[config.mk]
export PLATFORM = sky130hd
export DESIGN_NAME = ram_arbiter
export DESIGN_NICKNAME = d
export VERILOG_FILES = /design/src/rtl/ram_arb_pkg.sv /design/src/rtl/ram_arbiter.sv
export SDC_FILE = /design/constraint.sdc
export NUM_CORES = 1
export LEC_CHECK = 0
export CAP_MARGIN = 20
export CORE_MARGIN = 2
export CORE_UTILIZATION = 40
export CTS_CLUSTER_DIAMETER = 40
export DETAILED_ROUTE_END_ITERATION = 12
export PLACE_DENSITY = 0.84
export SETUP_SLACK_MARGIN = 0.2
export SLEW_MARGIN = 15
export SYNTH_ARGS = -nofsm -noshare
export SYNTH_HDL_FRONTEND = slang
export SYNTH_SLANG_ARGS = --single-unit
[constraint.sdc]
create_clock -name clk -period 5.4 [get_ports clk]
set_input_delay 0.81 -clock clk [delete_from_list [all_inputs] [get_ports clk]]
set_output_delay 0.81 -clock clk [all_outputs]
set_load 0.01 [all_outputs]
[src/rtl/ram_arb_pkg.sv]
// ---------------------------------------------------------------------------
// ram_arb_pkg
// Shared types and helpers for the two-port program/data RAM arbiter.
//   state_t     : arbiter ownership state (IDLE, OWN0, OWN1)
//   PORT_CPU    : index of the CPU control path (port 0)
//   PORT_LOADER : index of the programming/debug loader (port 1)
//   rr_next()   : round-robin owner selection used when leaving IDLE
// ---------------------------------------------------------------------------
package ram_arb_pkg;

  typedef enum logic [1:0] {
    IDLE = 2'd0,
    OWN0 = 2'd1,
    OWN1 = 2'd2
  } state_t;

  localparam logic PORT_CPU    = 1'b0;
  localparam logic PORT_LOADER = 1'b1;

  // A lone requester wins outright; on a tie the port that was not served
  // last wins, so neither side can starve the other.
  function automatic state_t rr_next(input logic req0, input logic req1,
                                     input logic last_served);
    state_t nxt;
    if (req0 && req1) nxt = (last_served == PORT_LOADER) ? OWN0 : OWN1;
    else if (req0)    nxt = OWN0;
    else if (req1)    nxt = OWN1;
    else              nxt = IDLE;
    return nxt;
  endfunction

endpackage

[src/rtl/ram_arbiter.sv]
// ---------------------------------------------------------------------------
// ram_arbiter
// Shares one single-port synchronous RAM between the CPU (port 0) and the
// loader (port 1). Round-robin grants, optional locked bursts bounded by
// LOCK_LIMIT consecutive grants while the other port waits.
// Ports:
//   clk, rst_n                 : clock, asynchronous active-low reset
//   reqN/lockN/weN/addrN/wdataN: port N request, lock, write, address, data
//   gntN                       : port N access issued to the RAM this cycle
//   rvalidN/rdataN             : port N read data (one cycle after gntN read)
//   ram_we/ram_address/ram_data_in : RAM command, owned by the arbiter
//   ram_data_out               : RAM registered read data
// ---------------------------------------------------------------------------
module ram_arbiter
  import ram_arb_pkg::*;
#(
  parameter int ADDRESS_WIDTH = 4,
  parameter int DATA_WIDTH    = 8,
  parameter int LOCK_LIMIT    = 8
) (
  input  logic                     clk,
  input  logic                     rst_n,
  input  logic                     req0,
  input  logic                     lock0,
  input  logic                     we0,
  input  logic [ADDRESS_WIDTH-1:0] addr0,
  input  logic [DATA_WIDTH-1:0]    wdata0,
  output logic                     gnt0,
  output logic                     rvalid0,
  output logic [DATA_WIDTH-1:0]    rdata0,
  input  logic                     req1,
  input  logic                     lock1,
  input  logic                     we1,
  input  logic [ADDRESS_WIDTH-1:0] addr1,
  input  logic [DATA_WIDTH-1:0]    wdata1,
  output logic                     gnt1,
  output logic                     rvalid1,
  output logic [DATA_WIDTH-1:0]    rdata1,
  output logic                     ram_we,
  output logic [ADDRESS_WIDTH-1:0] ram_address,
  output logic [DATA_WIDTH-1:0]    ram_data_in,
  input  logic [DATA_WIDTH-1:0]    ram_data_out
);

  localparam logic [7:0] LOCK_MAX = 8'(LOCK_LIMIT - 1);

  state_t     state_q, state_d;
  logic       last_q, last_d;
  logic [7:0] lock_cnt_q, lock_cnt_d;
  logic       rvalid0_q, rvalid1_q;

  // Owner-relative view of the two ports, so one set of rules serves both.
  logic   sel1;
  logic   own_req, own_lock, oth_req, own_gnt;
  state_t oth_state;

  always_comb begin
    // NOTE: every combinational output gets a default before the case so no
    // path leaves a signal unassigned and no latch is inferred.
    gnt0        = 1'b0;
    gnt1        = 1'b0;
    ram_we      = 1'b0;
    ram_address = '0;
    ram_data_in = '0;
    state_d     = state_q;
    last_d      = last_q;
    lock_cnt_d  = 8'd0;

    sel1      = (state_q == OWN1);
    own_req   = sel1 ? req1  : req0;
    own_lock  = sel1 ? lock1 : lock0;
    oth_req   = sel1 ? req0  : req1;
    oth_state = sel1 ? OWN0  : OWN1;
    own_gnt   = 1'b0;

    case (state_q)
      IDLE: state_d = rr_next(req0, req1, last_q);

      OWN0, OWN1: begin
        own_gnt     = own_req;
        gnt0        = !sel1 && req0;
        gnt1        = sel1 && req1;
        ram_address = sel1 ? addr1 : addr0;
        ram_data_in = sel1 ? wdata1 : wdata0;
        ram_we      = sel1 ? (we1 && req1) : (we0 && req0);

        // Lock holds ownership until the waiting port has seen LOCK_LIMIT
        // consecutive grants go the other way.
        if (own_req && own_lock && !(oth_req && lock_cnt_q == LOCK_MAX)) begin
          state_d = state_q;
        end else if (oth_req) begin
          state_d = oth_state;
          last_d  = sel1;
        end else if (own_req) begin
          state_d = state_q;
        end else begin
          state_d = IDLE;
          last_d  = sel1;
        end

        // Counter only runs while the owner keeps the RAM and the other port
        // is waiting; any other outcome clears it.
        if (state_d == state_q && oth_req) begin
          if (own_gnt) lock_cnt_d = (lock_cnt_q == LOCK_MAX) ? LOCK_MAX : lock_cnt_q + 8'd1;
          else         lock_cnt_d = lock_cnt_q;
        end
      end

      default: state_d = IDLE;
    endcase
  end

  // NOTE: sequential state uses non-blocking assignments so every register
  // samples the pre-edge values regardless of statement order.
  always_ff @(posedge clk or negedge rst_n) begin
    if (!rst_n) begin
      state_q    <= IDLE;
      last_q     <= PORT_LOADER;
      lock_cnt_q <= 8'd0;
      rvalid0_q  <= 1'b0;
      rvalid1_q  <= 1'b0;
    end else begin
      state_q    <= state_d;
      last_q     <= last_d;
      lock_cnt_q <= lock_cnt_d;
      rvalid0_q  <= gnt0 && !we0;
      rvalid1_q  <= gnt1 && !we1;
    end
  end

  assign rvalid0 = rvalid0_q;
  assign rvalid1 = rvalid1_q;
  assign rdata0  = ram_data_out;
  assign rdata1  = ram_data_out;

endmodule

After elaboration in Yosys (flattened, before gate mapping)
Index checks and enable logic that the tools add are counted.

Flip-flop bits (word level): 13. Bits of input ports: 40. Word-level logic and storage cells: 58.

$add $sub $neg: 1. Eq/ne operators: 6. Muxes and demuxes: 27. Bitwise logic cells: 1. Reductions and logical operators: 18.

Operators with widths (number): two-way mux 8 bit (6); two-way mux 2 bit (9); logical AND 1 bit (11); two-way mux 1 bit (9); adder 8 x 1 -> 8 bit (second input constant) (1); equality test 8 x 3 -> 1 bit (second input constant) (1); two-way mux 4 bit (2); zero test 1 bit (4); case mux 2 bit (2 select lines) (1); != test 3 bit (second input constant) (1); AND reduction 3 bit (1); equality test 2 x 1 -> 1 bit (second input constant) (1); equality test 2 bit (1); equality test 2 bit (second input constant) (1); zero test 2 bit (1); != test 2 x 1 -> 1 bit (second input constant) (1); OR reduction 2 bit (1); NOT 1 bit (1).

Depth between registers and ports, before layout
Word-level depth: 11. Mapped depth: 8. Mapped depth without buffers: 7.

Least setup slack after synthesis
No wires, ideal clock.

Path kind: flip-flop to output port. Start: register state_q[0]. End: output port ram_we. Arrival time: 1.862 ns. Data required time: 4.590 ns. Path slack: 2.728 ns. Stages on the path, launching flop included: 8. Cells stage by stage: dfrtp_1 -> inv_1 -> ha_1 -> buf_6 -> buf_2 -> buf_1 -> nor2_1 -> a32o_1.

Longest elaborated chain between the ends: 3. Elaborated cells on any way between the ends: 5.

Ends and longest elaborated chain: from (decl) (line ram_arbiter.sv:47) `state_t state_q, state_d;`; from (signal assigned) (line ram_arbiter.sv:123) `state_q <= state_d;`; equality test 2 bit * (line ram_arbiter.sv:69) `sel1 = (state_q == OWN1);`; named net sel1 (line ram_arbiter.sv:53) `logic sel1;`; two-way mux 1 bit / OR reduction 2 bit (equally long branches) (line ram_arbiter.sv:85, ram_arbiter.sv:76); two-way mux 1 bit * (line ram_arbiter.sv:76) `case (state_q)`; to (decl) (line ram_arbiter.sv:39) `output logic ram_we,`.

The timed path passes the listed nets; every way through them passes the cells marked *.

Final worst setup path
Ends and elaborated chain as after synthesis.

==> results.cfg <==
[min_path]
hold_class = flip-flop to flip-flop
hold_depth = 2
min_from = lock_cnt_q[5]

[global_routing]
antenna_found_initial = 0
grt.total_usage = 0.1781
grt_first_pass_wirelength_um = 4816
grt_overflow_total = 0
grt_max_degree = 18
grt_pass1_vias = 1109

[placed_design]
gp_congestion = 0.8629
portBuffers = 48
dp_hpwl_um = 2451
place_ws_ns = 2.150
dp_cells = 216

[power_and_ir_drop]
internal_power_uw = 394.4
leakage_nw = 0.6662
switching_share = 0.4206
peakVddDrop_uv = 256.3
pwr-share-seq = 0.201
power_density_nw_per_um2 = 405.5
switchingPower_uw = 286.4
power_uw = 680.8
clockPowerShare = 0.085
p_comb_frac = 0.713

[synth]
synth_area_um2 = 1266
synthAdderAreaFrac = 0.04941
syn-mean-instance-area_um2 = 8.673
synth_mux_area_frac = 0.1472
yosys_warnings = 0
synth-compound-area-share = 0.1522
syn_nets = 191
synth_top_family_by_area = simple AND/OR/NAND/NOR gates
synth_cell_type_count = 41
yosysTopAreaCellShare = 0.2372
yosys-top-cells-area = dfrtp_1 24%, mux2i_1 13%, buf_4 9.5%, nor2b_1 6.9%, ha_1 4.9%
synth-xor-area-share = 0.02075
yosys.area_share.simple = 0.2332
synth_cells = 146
synth_seq_cells = 13
synth_top_cell_by_area = dfrtp_1
ys_seq_area_frac = 0.2579

[floorplanning]
core_area_um2 = 3028
rows = 20
die_x_um = 60.27
die_height_um = 60.27
ios = 73
start_util = 0.4182
die-area_um2 = 3632

[critical_path]
cp_top_family = buffers and inverters
rr_startpoint = state_q[0]
cp-start-kind = flip-flop
end_kind = output port
critPathBufInv = 3
crit_path_cell_trace = inv_1, ha_1, buf_4, and2_1, a32o_1, clkdlybuf4s50_1
slowest_stage = clkdlybuf4s50_1
path_max_fanout = 15
arrival_ns = 2.70
cpPeakStageDelay_ns = 0.54
path_depth = 6
critPathLaunch = state_q[0]
crit_type = flip-flop to output port
r2r_cells = 7
cp.required_ns = 4.59

[cells_and_area]
multiInputGateArea_um2 = 763.2
layout_commonest_cell = clkdlybuf4s50_1
syn2layout_area_growth_pct = 32.61
fin_cells = 220
layout-drive-gt1-share = 0.06818
mostFrequentLayoutCells = 48 x clkdlybuf4s50_1, 16 x mux2i_1, 14 x nor2b_1
register_area_um2 = 326.6
nFillCells = 272
num_antenna_cells = 0
final_nets = 222

[sta]
fin_skew_ns = 0.002598
period_needed_ns = 3.514
final_hold_viol_count = 0
setup-tns-final_ns = 0
grt_setup_unrepaired = no
setup_viol_count_final = 0
max_clock_freq_mhz = 284.6
tightest_slew_ns = 0.5974
finalWorstSetupSlack_ns = 1.886
min_period_over_period = 0.6508
slew_violations = 0
slew-limit-headroom = 0.5991

[clock_network]
cts_tree = yes
cts_resized = 0
clk_latency_ns = 0.27
root_buffer = clkbuf_4
clkSlewWorstSetupHoldPaths_ns = 0.08
holdBufCountCts = 0
cts_buffers = 3
clk_path_buf_depth = 2
h-tree-depth = 1
cts.sinks = 13
cts_setup_buffers = 0

[job]
drv_cap = 0

[detailed_routing]
drt_wl_total_um = 3074
drt-pass1-iter-count = 4
viasPerCell = 5.136
drc = 0
drtIter0Drc = 46
wl_per_cell_um = 13.97
vias = 1130
drtAntennaViolNets = 0

[outcome]
outcome = finished clean
[flip-flops by register name (all words and copies together), names as in the netlist]
register,flops
last_q,1
lock_cnt_q,8
rvalid0,1
rvalid1,1
state_q,2
[stage by stage]
step | hold WS, ns | utilization | cell area (um^2)
finish | 0.5673 | 0.5545 | 1679
detailed placement | 0.5590 | 0.5455 | 1652
CTS | 0.5710 | 0.5545 | 1679
global placement | 0.5386 | 0.5455 | 1652
floorplan | 0.5144 | - | 1266
global route | 0.5985 | 0.5545 | 1679
[logic make-up after synthesis]
| family | Yosys count |
|---|---|
| AO/OA/AOI/OAI | 26 |
| AND/OR/NAND/NOR | 53 |
| adder cells (fa/ha/maj) | 5 |
| buffers and inverters | 28 |
| multiplexers | 18 |
| XOR/XNOR | 3 |
| flip-flops | 13 |
[layout make-up]
cell class / count / share of cell area
inverter: 5 / 0.01118
timing repair buffer: 49 / 0.2906
tap: 44 / 0.03279
clock inverter: 1 / 0.002981
multi-input combinational: 105 / 0.4545
sequential: 13 / 0.1945
clock buffer: 3 / 0.01341
[final timing paths]
path,end,slack (ns)
min in group asynchronous,lock_cnt_q[7],0.90
max in group asynchronous,last_q,4.13
worst max-delay path,ram_we,1.89
worst min register to register,lock_cnt_q[5],0.57
worst min-delay path,lock_cnt_q[5],0.57
worst max register to register,lock_cnt_q[1],2.84
[synth_stat cells, drive strengths merged]
cell / n
clkbuf: 2
nor3: 6
ha: 5
nand4: 4
a21oi: 7
nand2b: 3
or4: 1
dfstp: 1
o211ai: 2
a41o: 1
a2111oi: 1
dfrtp: 12
a31oi: 1
o22ai: 1
buf: 21
a311o: 1
mux2: 2
a211oi: 2
nor4bb: 1
and2: 2
nor2: 8
inv: 5
nand2: 7
and4: 1
nand3: 3
xor2: 3
or3: 1
o32ai: 1
mux2i: 16
o21ai: 6
nor2b: 14
a32o: 1
a22oi: 1
a211o: 1
and3: 2
[worst min-delay path: stages (launching register included)]
cell and delay [ns]:
dfrtp_1 0.38, xor2_1 0.08, nor2_1 0.07
[metal layers]
metal	track usage	wire length [um]	vias up
met5	0	0	-
met4	0.03175	50	0
met3	0.07359	264	4
met2	0.3261	1570	51
met1	0.1916	1188	513
li1	-	-	562
[power by group through the flow]
stage | logic, mW | registers (mW) | clock network, mW
2_1_floorplan | 0.319 | 0.134 | 0
3_3_place_gp | 0.475 | 0.137 | 0
3_5_place_dp | 0.484 | 0.139 | 0
4_1_cts | 0.489 | 0.137 | 0.0604
5_1_grt | 0.527 | 0.140 | 0.0672
6_report | 0.486 | 0.137 | 0.0580
Note: power is estimated with default switching activity, not from simulation.
